===== config.mk =====
export PLATFORM = sky130hd
export DESIGN_NAME = load_store_unit_flat
export DESIGN_NICKNAME = d
export VERILOG_FILES = /design/src/rtl/load_store_unit_if.sv /design/src/rtl/load_store_unit.sv /design/src/flat_wrapper.sv
export SDC_FILE = /design/constraint.sdc
export NUM_CORES = 1
export LEC_CHECK = 0
export ABC_AREA = 1
export CORE_ASPECT_RATIO = 1.2
export CORE_UTILIZATION = 30
export CTS_CLUSTER_SIZE = 30
export DETAILED_ROUTE_END_ITERATION = 8
export PLACE_DENSITY_LB_ADDON = 0.3
export SETUP_SLACK_MARGIN = 0.2
export SYNTH_ARGS = -nofsm -noshare
export SYNTH_HDL_FRONTEND = slang
export SYNTH_SLANG_ARGS = --single-unit

===== constraint.sdc =====
create_clock -name clock -period 3.7 [get_ports clock]
set_input_delay 0.37 -clock clock [delete_from_list [all_inputs] [get_ports clock]]
set_output_delay 0.37 -clock clock [all_outputs]
set_load 0.02 [all_outputs]

===== src/rtl/load_store_unit_if.sv =====
// Bus bundle between the CPU datapath, the load/store unit and the memory port.
// The master side is the CPU plus memory model; the slave side is the LSU.
interface load_store_unit_if;
  // Request channel from the control unit
  logic        req_valid;
  logic        req_ready;
  logic        req_write;
  logic [1:0]  req_size;
  logic        req_signed;
  logic [31:0] req_addr;
  logic [31:0] req_wdata;
  // Completion channel back to the control unit
  logic        resp_valid;
  logic [31:0] resp_rdata;
  logic        resp_err;
  // Word-aligned memory port
  logic [31:0] mem_addr;
  logic        mem_wr;
  logic [31:0] mem_wdata;
  logic [31:0] mem_rdata;

  modport master (
    output req_valid, req_write, req_size, req_signed, req_addr, req_wdata, mem_rdata,
    input  req_ready, resp_valid, resp_rdata, resp_err, mem_addr, mem_wr, mem_wdata
  );

  modport slave (
    input  req_valid, req_write, req_size, req_signed, req_addr, req_wdata, mem_rdata,
    output req_ready, resp_valid, resp_rdata, resp_err, mem_addr, mem_wr, mem_wdata
  );
endinterface


===== src/rtl/load_store_unit.sv =====
// Load/store unit: one request at a time, word/half/byte little-endian access
// to a word-aligned memory, read-modify-write for sub-word stores.
// All outputs come from registers and are forced to zero while reset is high.
module load_store_unit #(
  parameter int MEM_LAT = 1
) (
  input logic             clock,
  input logic             reset,
  load_store_unit_if.slave bus
);

  typedef enum logic [1:0] {IDLE, READ, WRITE, RESP} state_t;

  localparam logic [2:0] LAST_READ = 3'(MEM_LAT);

  state_t      state;
  logic [2:0]  cnt;
  logic [31:0] addr_r;
  logic [1:0]  size_r;
  logic        signed_r;
  logic        write_r;
  logic [31:0] wdata_r;
  logic        mem_en_r;
  logic        mem_wr_r;
  logic [31:0] mem_wdata_r;
  logic        resp_valid_r;
  logic [31:0] resp_rdata_r;
  logic        resp_err_r;

  // Misaligned or illegal-size requests are rejected without touching memory
  function automatic logic req_bad(input logic [1:0] size, input logic [1:0] lane);
    logic bad;
    case (size)
      2'b00:   bad = (lane != 2'b00);
      2'b01:   bad = lane[0];
      2'b10:   bad = 1'b0;
      default: bad = 1'b1;
    endcase
    return bad;
  endfunction

  // Select the addressed lane and sign/zero extend it
  function automatic logic [31:0] load_extend(input logic [31:0] word, input logic [1:0] lane,
                                              input logic [1:0] size, input logic sgn);
    logic [31:0] res;
    logic [15:0] h;
    logic [7:0]  b;
    h = lane[1] ? word[31:16] : word[15:0];
    case (lane)
      2'b00:   b = word[7:0];
      2'b01:   b = word[15:8];
      2'b10:   b = word[23:16];
      default: b = word[31:24];
    endcase
    case (size)
      2'b01:   res = {{16{sgn & h[15]}}, h};
      2'b10:   res = {{24{sgn & b[7]}}, b};
      default: res = word;
    endcase
    return res;
  endfunction

  // Overlay the store data onto its lane of the word read from memory
  function automatic logic [31:0] store_merge(input logic [31:0] word, input logic [31:0] wdata,
                                              input logic [1:0] lane, input logic [1:0] size);
    logic [31:0] res;
    res = word;
    case (size)
      2'b01: begin
        if (lane[1]) res[31:16] = wdata[15:0];
        else         res[15:0]  = wdata[15:0];
      end
      2'b10: begin
        case (lane)
          2'b00:   res[7:0]   = wdata[7:0];
          2'b01:   res[15:8]  = wdata[7:0];
          2'b10:   res[23:16] = wdata[7:0];
          default: res[31:24] = wdata[7:0];
        endcase
      end
      default: res = wdata;
    endcase
    return res;
  endfunction

  // Transaction FSM; every output flop is updated on the state transition that needs it
  always_ff @(posedge clock) begin
    if (reset) begin
      state        <= IDLE;
      cnt          <= 3'd0;
      addr_r       <= 32'h0;
      size_r       <= 2'b00;
      signed_r     <= 1'b0;
      write_r      <= 1'b0;
      wdata_r      <= 32'h0;
      mem_en_r     <= 1'b0;
      mem_wr_r     <= 1'b0;
      mem_wdata_r  <= 32'h0;
      resp_valid_r <= 1'b0;
      resp_rdata_r <= 32'h0;
      resp_err_r   <= 1'b0;
    end else begin
      case (state)
        IDLE: begin
          resp_valid_r <= 1'b0;
          resp_rdata_r <= 32'h0;
          resp_err_r   <= 1'b0;
          if (bus.req_valid) begin
            addr_r   <= bus.req_addr;
            size_r   <= bus.req_size;
            signed_r <= bus.req_signed;
            write_r  <= bus.req_write;
            wdata_r  <= bus.req_wdata;
            cnt      <= 3'd0;
            if (req_bad(bus.req_size, bus.req_addr[1:0])) begin
              state        <= RESP;
              resp_valid_r <= 1'b1;
              resp_err_r   <= 1'b1;
            end else if (bus.req_write && bus.req_size == 2'b00) begin
              state       <= WRITE;
              mem_en_r    <= 1'b1;
              mem_wr_r    <= 1'b1;
              mem_wdata_r <= bus.req_wdata;
            end else begin
              state    <= READ;
              mem_en_r <= 1'b1;
            end
          end
        end
        READ: begin
          if (cnt == LAST_READ) begin
            if (write_r) begin
              state       <= WRITE;
              mem_wr_r    <= 1'b1;
              mem_wdata_r <= store_merge(bus.mem_rdata, wdata_r, addr_r[1:0], size_r);
            end else begin
              state        <= RESP;
              mem_en_r     <= 1'b0;
              resp_valid_r <= 1'b1;
              resp_rdata_r <= load_extend(bus.mem_rdata, addr_r[1:0], size_r, signed_r);
            end
          end else begin
            cnt <= cnt + 3'd1;
          end
        end
        WRITE: begin
          state        <= RESP;
          mem_en_r     <= 1'b0;
          mem_wr_r     <= 1'b0;
          mem_wdata_r  <= 32'h0;
          resp_valid_r <= 1'b1;
        end
        RESP: begin
          state        <= IDLE;
          resp_valid_r <= 1'b0;
          resp_rdata_r <= 32'h0;
          resp_err_r   <= 1'b0;
        end
        default: begin
          state <= IDLE;
        end
      endcase
    end
  end

  // Reset gates every output so a reset during WRITE never reaches memory
  assign bus.req_ready  = (state == IDLE) & ~reset;
  assign bus.mem_addr   = (mem_en_r & ~reset) ? {addr_r[31:2], 2'b00} : 32'h0;
  assign bus.mem_wr     = mem_wr_r & ~reset;
  assign bus.mem_wdata  = reset ? 32'h0 : mem_wdata_r;
  assign bus.resp_valid = resp_valid_r & ~reset;
  assign bus.resp_rdata = reset ? 32'h0 : resp_rdata_r;
  assign bus.resp_err   = resp_err_r & ~reset;

endmodule

===== src/flat_wrapper.sv =====
// flat-port wrapper written by rule: the top's interface ports become plain ports
module load_store_unit_flat 
#(
  parameter int MEM_LAT = 1
)
  (clock, reset, bus_req_valid, bus_req_write, bus_req_size, bus_req_signed, bus_req_addr, bus_req_wdata, bus_mem_rdata, bus_req_ready, bus_resp_valid, bus_resp_rdata, bus_resp_err, bus_mem_addr, bus_mem_wr, bus_mem_wdata);
  load_store_unit_if bus_i ();
  input logic clock;
  input logic reset;
  input wire logic [$bits(bus_i.req_valid)-1:0] bus_req_valid;
  input wire logic [$bits(bus_i.req_write)-1:0] bus_req_write;
  input wire logic [$bits(bus_i.req_size)-1:0] bus_req_size;
  input wire logic [$bits(bus_i.req_signed)-1:0] bus_req_signed;
  input wire logic [$bits(bus_i.req_addr)-1:0] bus_req_addr;
  input wire logic [$bits(bus_i.req_wdata)-1:0] bus_req_wdata;
  input wire logic [$bits(bus_i.mem_rdata)-1:0] bus_mem_rdata;
  output wire logic [$bits(bus_i.req_ready)-1:0] bus_req_ready;
  output wire logic [$bits(bus_i.resp_valid)-1:0] bus_resp_valid;
  output wire logic [$bits(bus_i.resp_rdata)-1:0] bus_resp_rdata;
  output wire logic [$bits(bus_i.resp_err)-1:0] bus_resp_err;
  output wire logic [$bits(bus_i.mem_addr)-1:0] bus_mem_addr;
  output wire logic [$bits(bus_i.mem_wr)-1:0] bus_mem_wr;
  output wire logic [$bits(bus_i.mem_wdata)-1:0] bus_mem_wdata;
  assign bus_i.req_valid = bus_req_valid;
  assign bus_i.req_write = bus_req_write;
  assign bus_i.req_size = bus_req_size;
  assign bus_i.req_signed = bus_req_signed;
  assign bus_i.req_addr = bus_req_addr;
  assign bus_i.req_wdata = bus_req_wdata;
  assign bus_i.mem_rdata = bus_mem_rdata;
  assign bus_req_ready = bus_i.req_ready;
  assign bus_resp_valid = bus_i.resp_valid;
  assign bus_resp_rdata = bus_i.resp_rdata;
  assign bus_resp_err = bus_i.resp_err;
  assign bus_mem_addr = bus_i.mem_addr;
  assign bus_mem_wr = bus_i.mem_wr;
  assign bus_mem_wdata = bus_i.mem_wdata;
  load_store_unit #(.MEM_LAT(MEM_LAT)) u_core (.clock(clock), .reset(reset), .bus(bus_i));
endmodule

== Word-level counts from Yosys, hierarchy flattened ==
Cells that the tools add are included.
Word-level totals
  bits in latches: 0
  output and inout bits: 100
  bits in read-only memories: 0
  input port bits: 103
  flip-flop bits (word level): 141
  memories kept: 0
  bits in writable memories: 0
Cells by class
  multiplexer cells: 56
  bitwise operators: 8
  div/mod/pow operators: 0
  multiply operators: 0
  eq/ne operators: 17
  shift operators: 0
  reductions and logical operators: 18
  magnitude comparators: 0
  add/subtract/negate cells: 1
Operators with widths (count)
  $mux W32: 10
  $pmux W32 S2: 3
  $pmux W32 S3: 1
  $mux W8: 8
  $mux W16: 3
  $pmux W8 S3: 1
  $mux W1: 17
  $eq A2 B2 Y1 const B: 5
  $pmux W1 S3: 3
  $eq A2 B1 Y1 const B: 4
  $mux W2: 4
  $ne A2 B2 Y1 const B: 4
  $pmux W2 S4: 1
  $reduce_bool A2 Y1: 4
  $and A1 B1 Y1: 7
  $logic_not A2 Y1: 3
  $mux W3: 2
  $ne A2 B1 Y1 const B: 3
  $pmux W3 S2: 1
  $reduce_and A2 Y1: 3
  $reduce_and A3 Y1: 2
  $reduce_and A6 Y1: 1
  $reduce_and A5 Y1: 1
  $pmux W1 S4: 1
  8 further kinds: 8

== Logic depth before layout (Yosys ltp) ==
Gate-level depths: netlist of the first run.
  word-level depth: 11
  depth in mapped cells: 13

== Least setup slack after synthesis of the first run ==
OpenSTA, ideal clock, no wires.
  path type: register to register
  start: register u_core.state[0]
  end: register u_core.resp_rdata_r[24]
  slack: 2085 ps
  path buffers: 2
  cell stages (with the launch flop): 9
  data arrival time: 1556 ps
  library setup time: 59 ps
  cell sequence: dfxtp_1 -> inv_1 -> ha_1 -> buf_4 -> inv_1 -> o21ai_1 -> clkbuf_1 -> nand2_1 -> nand2_1
Between the ends
  cells in the longest elaborated chain, start to end: 4
RTL lines
  start, declared: RTL line load_store_unit.sv:16  | state_t state;
  start signal, assigned: RTL line load_store_unit.sv:89  | state <= IDLE;
  start signal, assigned: RTL line load_store_unit.sv:116  | state <= RESP;
  start signal, assigned: RTL line load_store_unit.sv:120  | state <= WRITE;
  $eq A2 B2 Y1 or $logic_not A2 Y1 (tied branches): RTL line load_store_unit.sv:103  | case (state)
  $reduce_or A2 Y1 (no line)
  $reduce_bool A2 Y1 (no line)
  $reduce_and A3 Y1 (no line)
  end signal, assigned: RTL line load_store_unit.sv:140  | resp_rdata_r <= load_extend(bus.mem_rdata, addr_r[1:0], size_r, signed_r);
  end, declared: RTL line load_store_unit.sv:27  | logic [31:0] resp_rdata_r;
Several ways; a longest one is shown, not always the timed one.
A chain may end at the register's enable or synchronous reset.

== Worst setup path in the final report of the first run ==
  start: register u_core.state[0]
  end: output port bus_req_ready
Between the ends
  cells in the longest elaborated chain, start to end: 2
RTL lines
  $logic_not A2 Y1: RTL line load_store_unit.sv:167  | assign bus.req_ready = (state == IDLE) & ~reset;
  $and A1 B1 Y1: RTL line load_store_unit.sv:167
  end, declared: RTL line flat_wrapper.sv:17  | output wire logic [$bits(bus_i.req_ready)-1:0] bus_req_ready;
No other way between the ends.

==> flow_summary.rst, run 1 <==
.. list-table::
   :header-rows: 1

   * - Metric
     - Value
   * - Number of antenna violations at the first check in global routing
     - 0
   * - Net switching power
     - 3.37 mW
   * - Dpl hpwl
     - 20.5 mm
   * - Leakage power
     - 4.60 nW
   * - Iteration-0 DRC count of the detailed router
     - approximately 700
   * - First-pass GRT wire length
     - 43.8 mm
   * - Pwr dens
     - a little under 700 nW/um^2
   * - Required time at the endpoint of the critical path
     - 3.33 ns
   * - Routed Antenna Nets
     - 0
   * - Non-Filler Cell Area, Final
     - about 11000 sq um
   * - Synth area leaders
     - sky130_fd_sc_hd__dfxtp_1 35%, sky130_fd_sc_hd__nand2_1 16%, sky130_fd_sc_hd__nor2_1 12%
   * - Number of max-slew violations in the final report
     - 0
   * - Dpl cell area
     - between 10000 and 15000 sq um
   * - Logic pwr share
     - 48.3%
   * - Average detailed-routed wire length per instance
     - approximately 15 um
   * - Dpl cells
     - between 1.5k and 2k
   * - RSZ-0062 raised after global routing
     - false
   * - Min Clock Period, post-route
     - 2.40 ns
   * - P_int
     - 4.13 mW
   * - Count of endpoints failing setup in the final report
     - 0
   * - Total of flip-flops plus latches after synthesis
     - approximately 140
   * - Commonest cells post-synth
     - 334 x sky130_fd_sc_hd__nand2_1, 249 x sky130_fd_sc_hd__nor2_1, 155 x sky130_fd_sc_hd__inv_1
   * - Non-filler instance count after layout
     - 1836
   * - Number of gates given a new drive strength after cts
     - 0
   * - Die Height
     - around 180 um
   * - # Max-Cap Violations
     - 0
   * - Number of global-route vias before repair
     - 8041
   * - Dominant cell by count in the synthesized netlist
     - sky130_fd_sc_hd__nand2_1
   * - DIE AREA
     - 27600 sq um
   * - Average vias per placed instance
     - 4.79
   * - Type of the most critical hold path
     - register to register
   * - Least setup slack across all paths after layout
     - 1.30 ns
   * - Number of ports placed on the die boundary
     - 203
   * - Hold-fix buffers, CTS
     - 0
   * - Buffers inserted by post-CTS timing repair
     - 0
   * - I/O Buffers
     - 200
   * - Number of standard-cell rows in the floorplan
     - 65
   * - Worst slack, placed
     - 1.29 ns
   * - Outcome
     - completed
   * - Bufs on Longest Clock Path
     - 2
   * - Distinct cell type count of the synthesized netlist
     - 33
   * - Number of instances in the synthesized netlist
     - 1337
   * - Post-route fraction of the period consumed by the critical path
     - around 65%
   * - Total negative setup slack
     - 0 ns
   * - Fraction of power consumed by sequential logic
     - 28.6%
   * - Root buffer selected by CTS
     - sky130_fd_sc_hd__clkbuf_16
   * - Number of warnings printed during yosys synthesis
     - 0
   * - Relative contribution of the clock network to total power
     - a little under a quarter
   * - Pin count of the biggest net entering global routing
     - between 100 and 150
   * - CP Class
     - register to output port
   * - Final routed wirelength across all metal layers
     - 27.6 mm
   * - Core Util, Final
     - 41.0%
   * - Fmax achieved
     - ~420 MHz
   * - Proportion of netlist area held by the largest area contributor
     - 34.9%
   * - Number of detailed-routing iterations run before antenna repair
     - 6
   * - Worst voltage drop across the vdd grid
     - between 0.0003 and 0.0004 V
   * - Ratio of cells with drive above 1 in the final layout
     - 4.86%
   * - Transition at the pin with the smallest max-transition slack
     - 0.951 ns
   * - Layout area overhead
     - 33.6%
   * - Tightest hold margin
     - 0.455 ns
   * - Starting density of the core
     - 30.7%
   * - Max-slew headroom at the worst pin
     - 36.6%
   * - # H-tree levels
     - 4
   * - DRC violation count after routing
     - 0
   * - Commonest register cell after synthesis
     - sky130_fd_sc_hd__dfxtp_1
   * - Sequential cell area fraction in the yosys report
     - 34.9%
   * - Final-layout fill cell count
     - 2881
   * - Synthesized area
     - 8080 sq um
   * - Routability congestion estimate from global placement
     - 0.956
   * - Share of synthesized flip-flops with an asynchronous set or reset
     - 0%
   * - Vias after detailed routing
     - 8786
   * - Clock latency reported for the late side of the worst-skew pair
     - 0.43 ns
   * - Global route total overflow
     - 0
   * - Final nets
     - between 1.5k and 2k
   * - Post-route clock skew
     - 0.0112 ns
   * - Clock tree from TritonCTS
     - yes
   * - Hold Violations, Final
     - 0
   * - Horizontal die dimension
     - 152 um
   * - Net switching fraction of the power
     - 45.0%
   * - Post-layout total power
     - 7.50 mW
   * - Avg Inst Size Synth
     - a little over 6 sq um
   * - Count of inserted antenna diode cells
     - 0
   * - Number of clock buffers inserted by TritonCTS
     - 17
   * - Crit path capture type
     - output port
   * - Number of sinks on the clock net
     - about 140
   * - Global-route total usage across every layer
     - 19.9%
   * - Arrival time of data at the critical path endpoint
     - slightly above 2 ns
   * - Number of enable flip-flop cells after synthesis
     - 0
   * - Highest fanout seen on the critical path
     - 5
   * - Sort of element at the start of the critical path
     - register
   * - Post-synthesis cell type with the largest combined area
     - sky130_fd_sc_hd__dfxtp_1
   * - Clock input transition at the sequential cells of the worst setup and hold paths
     - 0.07 ns
   * - Std-Cell Core Area
     - 26400 sq um
-- area by class of cell --
class / count / area [sq um] / area share (%)
Clock inverter: 14 / 160 / 1.48
Clock buffer: 18 / 429 / 3.98
Timing Repair Buffer: 215 / 2120 / 19.7
Multi-Input combinational cell: 948 / 4220 / 39.1
Inverter: 165 / 624 / 5.78
Tap cell: 335 / 419 / 3.88
Sequential cell: 141 / 2820 / 26.2
-- kinds of logic after synthesis --
family,after synthesis,share of synthesized area [%]
DFF,141,34.9
buffers and inverters,249,13.0
and+or+nand+nor,694,34.9
other,1,0.0464
adders and majority gates,9,1.39
AOI/OAI and AO/OA,243,15.7
-- routing by layer --
layer	GRT usage, %	wire length (um)
met1	25.7	12300
met2	32.1	12900
met3	4.61	1690
met4	7.68	716
met5	0	0
-- worst paths after layout --
path / depth (start not counted) / slack, ns / from / endpoint
setup reg to reg: 8 / 1.35 / u_core.state[0]$_SDFFE_PP0P_ / u_core.mem_wdata_r[28]$_SDFFE_PP0P_
setup / recovery: 5 / 1.30 / u_core.state[0]$_SDFFE_PP0P_ / bus_req_ready
hold / removal: 2 / 0.45 / u_core.addr_r[14]$_SDFFE_PP0P_ / u_core.addr_r[14]$_SDFFE_PP0P_
hold reg to reg: 2 / 0.45 / u_core.addr_r[14]$_SDFFE_PP0P_ / u_core.addr_r[14]$_SDFFE_PP0P_
-- sequential cells by signal, indices dropped and copies added, names as in the netlist --
signal,count
u_core.mem_en_r,1
u_core.addr_r,32
u_core.mem_wdata_r,32
u_core.size_r,2
u_core.signed_r,1
u_core.state,2
u_core.resp_err_r,1
u_core.cnt,3
u_core.write_r,1
u_core.wdata_r,32
u_core.resp_valid_r,1
u_core.mem_wr_r,1
u_core.resp_rdata_r,32
-- worst max-delay path, cell delays in order (launching register included) --
cell and delay, ns:
sky130_fd_sc_hd__dfxtp_1 0.34, sky130_fd_sc_hd__inv_1 0.12, sky130_fd_sc_hd__ha_1 0.29, sky130_fd_sc_hd__inv_1 0.12, sky130_fd_sc_hd__nor2_1 0.09, sky130_fd_sc_hd__clkdlybuf4s50_1 0.64
-- layout by cell type, fill, tap and decap left out, drive strengths merged --
cell,count
clkdlybuf4s50,199
conb,2
o21bai,1
dfxtp,141
o31ai,1
nand2,339
clkbuf,18
nand4,2
o41ai,1
nor2,251
o21ai,117
clkinv,7
and2,1
buf,16
a31oi,1
a21oi,114
bufinv,2
ha,9
inv,166
nand3,93
o211ai,8
clkinvlp,4
nor3,8
-- power groups by stage --
stage	sequential [mW]	combinational (mW)	clock [mW]
finish	2.15	3.62	1.73
global route	2.19	4.11	1.83
CTS	2.14	3.64	1.77
detailed placement	2.18	3.61	0
global placement	2.17	3.57	0
floorplan	2.11	2.68	0
Power figures use the tool's default switching activity.
==> run 2, diff against run 1 <==
==> constraint.sdc (replaced) <==
create_clock -name clock -period 2.2 [get_ports clock]
set_input_delay 0.22 -clock clock [delete_from_list [all_inputs] [get_ports clock]]
set_output_delay 0.22 -clock clock [all_outputs]
set_load 0.02 [all_outputs]
==> run 2 against run 1 <==
Compared with the run above: sequential share of layout area fell by 0.59 points; routed wire length up 0.43%; clock power increased by 66%; final area grew 2.4%; first-iteration DRC count shrank 7.2%; hold slack got worse by 0.082 ns; die area stayed put; global-route usage fell by 0.14 points; register-to-register slack worse by 1.0 ns; total power is 74% higher; highest routed layer unchanged.
==> flow_summary.rst, run 2 (same netlist as run 1, synthesis figures left out) <==
.. list-table::
   :header-rows: 1

   * - Metric
     - Value
   * - Dpl cell area
     - 10300 sq um (was 10200 sq um)
   * - Number of max-slew violations in the final report
     - 0 (unchanged)
   * - Cell count of the worst hold path
     - 5 (was 2)
   * - Vias after detailed routing
     - 8792 (was 8786)
   * - # Max-Cap Violations
     - 0 (unchanged)
   * - Post-route fraction of the period consumed by the critical path
     - 85.5%
   * - DIE AREA
     - 27600 sq um (unchanged)
   * - Global-route total usage across every layer
     - 19.8% (was 19.9%)
   * - Number of ports placed on the die boundary
     - 203 (unchanged)
   * - Pwr dens
     - 1180 nW/um^2 (was 695 nW/um^2)
   * - Average detailed-routed wire length per instance
     - 15.0 um (was 15.1 um)
   * - Std-Cell Core Area
     - 26400 sq um (unchanged)
   * - Hold Violations, Final
     - 0 (unchanged)
   * - First-pass GRT wire length
     - 43.5 mm (was 43.8 mm)
   * - DRC violation count after routing
     - 0 (unchanged)
   * - # H-tree levels
     - 4 (unchanged)
   * - Total negative setup slack
     - 0 ns (unchanged)
   * - Commonest cells after routing, fill and taps aside
     - 333 x sky130_fd_sc_hd__nand2_1, 249 x sky130_fd_sc_hd__nor2_1, 168 x sky130_fd_sc_hd__clkdlybuf4s50_1 (was 333 x sky130_fd_sc_hd__nand2_1, 249 x sky130_fd_sc_hd__nor2_1, 199 x sky130_fd_sc_hd__clkdlybuf4s50_1)
   * - Endpoint of the worst hold path
     - u_core.mem_en_r$_SDFFE_PP0P_ (was u_core.addr_r[14]$_SDFFE_PP0P_)
   * - Total area of multi-input combinational cells
     - 4250 sq um (was 4220 sq um)
   * - Root buffer selected by CTS
     - sky130_fd_sc_hd__clkbuf_16 (unchanged)
   * - Number of standard-cell rows in the floorplan
     - 65 (unchanged)
   * - Layout area overhead
     - 36.7% (was 33.6%)
   * - Transition at the pin with the smallest max-transition slack
     - 0.577 ns (was 0.951 ns)
   * - Worst voltage drop across the vdd grid
     - 0.000667 V (was 0.000360 V)
   * - Horizontal die dimension
     - 152 um (unchanged)
   * - CP cell instances
     - inv_1 -> ha_2 -> inv_1 -> nor2_1 -> clkdlybuf4s15_1 (was inv_1 -> ha_1 -> inv_1 -> nor2_1 -> clkdlybuf4s50_1)
   * - Bufs on Longest Clock Path
     - 2 (unchanged)
   * - Number of global-route vias before repair
     - 8277 (was 8041)
   * - Min Clock Period, post-route
     - 1.88 ns
   * - Number of antenna violations at the first check in global routing
     - 1 (was 0)
   * - Highest fanout seen on the critical path
     - 5 (unchanged)
   * - Endpoint of the lowest-slack register-to-register path
     - u_core.mem_wdata_r[25]$_SDFFE_PP0P_ (was u_core.mem_wdata_r[28]$_SDFFE_PP0P_)
   * - Max-slew headroom at the worst pin
     - 61.5% (was 36.6%)
   * - Worst R2R Setup Slack
     - 0.35 ns (was 1.35 ns)
   * - Die Height
     - 182 um (unchanged)
   * - Final nets
     - 1615 (was 1600)
   * - Dpl hpwl
     - 20.7 mm (was 20.5 mm)
   * - Clock input transition at the sequential cells of the worst setup and hold paths
     - 0.07 ns (about the same)
   * - Fmax achieved
     - 531 MHz
   * - Number of sinks on the clock net
     - 141 (unchanged)
   * - I/O Buffers
     - 200 (unchanged)
   * - Crit path capture type
     - output port (unchanged)
   * - Non-filler instance count after layout
     - 1852 (was 1836)
   * - Clock latency reported for the late side of the worst-skew pair
     - 0.43 ns (about the same)
   * - Critical Path Slowest Stage Cell
     - sky130_fd_sc_hd__dfxtp_2 (was sky130_fd_sc_hd__clkdlybuf4s50_1)
   * - Tightest hold margin
     - 0.373 ns (was 0.455 ns)
   * - Count of endpoints failing setup in the final report
     - 0 (unchanged)
   * - Reg area
     - 2820 sq um (about the same)
   * - Average vias per placed instance
     - 4.75 (was 4.79)
   * - Arrival time of data at the critical path endpoint
     - 1.66 ns (was 2.03 ns)
   * - Hold_sp
     - reset (was u_core.addr_r[14]$_SDFFE_PP0P_)
   * - Commonest non-fill, non-tap cell in the layout
     - sky130_fd_sc_hd__nand2_1 (unchanged)
   * - Critical register-to-register path startpoint
     - u_core.size_r[1]$_SDFFE_PP0P_ (was u_core.state[0]$_SDFFE_PP0P_)
   * - CP Class
     - register to output port (unchanged)
   * - Type of the most critical hold path
     - input port to register (was register to register)
   * - Required time at the endpoint of the critical path
     - 1.98 ns (was 3.33 ns)
   * - Number of clock buffers inserted by TritonCTS
     - 17 (unchanged)
   * - Routed Antenna Nets
     - 0 (unchanged)
   * - Ratio of cells with drive above 1 in the final layout
     - 6.13% (was 4.86%)
   * - Sort of element at the start of the critical path
     - register (unchanged)
   * - Global route total overflow
     - 0 (unchanged)
   * - Dpl cells
     - 1817 (was 1804)
   * - Number of detailed-routing iterations run before antenna repair
     - 6 (unchanged)
   * - Post-route clock skew
     - 0.00913 ns (was 0.0112 ns)
   * - Cell count of the worst reg-to-reg path
     - 11 (was 8)
   * - Outcome
     - completed (unchanged)
   * - Final routed wirelength across all metal layers
     - 27.8 mm (was 27.6 mm)
   * - RSZ-0062 raised after global routing
     - false (unchanged)
   * - Critical Path Most Common Cell
     - sky130_fd_sc_hd__inv_1 (unchanged)
   * - Final-layout fill cell count
     - 2897 (was 2881)
   * - Routability congestion estimate from global placement
     - 0.992 (was 0.956)
   * - Slowest cell delay on critical path
     - 0.34 ns (was 0.64 ns)
   * - Pin count of the biggest net entering global routing
     - 62 (was 104)
   * - Hold-fix buffers, CTS
     - 0 (unchanged)
   * - Starting density of the core
     - 30.7% (unchanged)
   * - Non-Filler Cell Area, Final
     - 11000 sq um (was 10800 sq um)
   * - Clock tree from TritonCTS
     - yes (unchanged)
   * - Iteration-0 DRC count of the detailed router
     - 640 (was 690)
   * - Leakage power
     - 5.22 nW (was 4.60 nW)
[run 2: critical path: cells and delay by family (launching register included)]
kind                     cells  cell delay [ns]
flip-flops                   1             0.34
AND/OR/NAND/NOR              1             0.09
adder cells (fa/ha/maj)      1             0.25
buffers and inverters        3             0.55
[run 2: area by class of cell]
cell class,count,share of cell area (%)
diodes,1,0.0226
clock buffers,17,3.85
clock inverters,15,1.49
inverters,165,5.66
multi-input cells,949,38.5
flip-flops and latches,141,25.6
well taps,335,3.79
repair buffers,229,21.1
[run 2: worst max-delay path by stage]
stage                                                      end  cells after the start                          from  slack (ns)
final                                            bus_req_ready                      5  u_core.state[0]$_SDFFE_PP0P_        0.32
after global routing       u_core.mem_wdata_r[11]$_SDFFE_PP0P_                     10  u_core.state[1]$_SDFFE_PP0P_        0.20
after CTS                                     bus_mem_addr[27]                      4  u_core.mem_en_r$_SDFFE_PP0P_        0.20
after detailed placement   u_core.mem_wdata_r[14]$_SDFFE_PP0P_                     12               bus_req_size[0]        0.26
after global placement     u_core.mem_wdata_r[14]$_SDFFE_PP0P_                     12               bus_req_size[0]        0.30
after floorplan           u_core.resp_rdata_r[24]$_SDFFE_PP0P_                      8  u_core.state[0]$_SDFFE_PP0P_        0.58
[run 2: through the flow]
stage          setup slack (ns)  util (%)  power, mW
4_1_cts                   0.200      41.4       12.9
2_1_floorplan             0.585         -       8.05
3_3_place_gp              0.302      39.2       9.91
3_5_place_dp              0.263      39.2       10.0
5_1_grt                   0.204      41.9       14.1
6_report                  0.318      41.9       13.0
[run 2: routing by layer]
metal | routed length [um] | vias up | GRT usage [%]
met5 | 0 | - | 0
met4 | 524 | 0 | 6.60
met3 | 1810 | 33 | 4.22
met2 | 13100 | 285 | 33.2
met1 | 12300 | 3965 | 25.0
li1 | - | 4509 | -
[run 2: repair_timing]
action / in CTS / in global routing
buffers inserted: 0 / 1
setup endpoints to repair: 3 / 70
resized for setup: 3 / 37
pin swaps: 0 / 2
cloned: 0 / 1
hold endpoints to repair: 0 / 0
[run 2: power breakdown]
part	internal [mW]	total [mW]	switching (mW)
clock	1.53	2.88	1.35
combinational	2.27	6.54	4.27
sequential	3.28	3.61	0.331
total	7.08	13.0	5.95
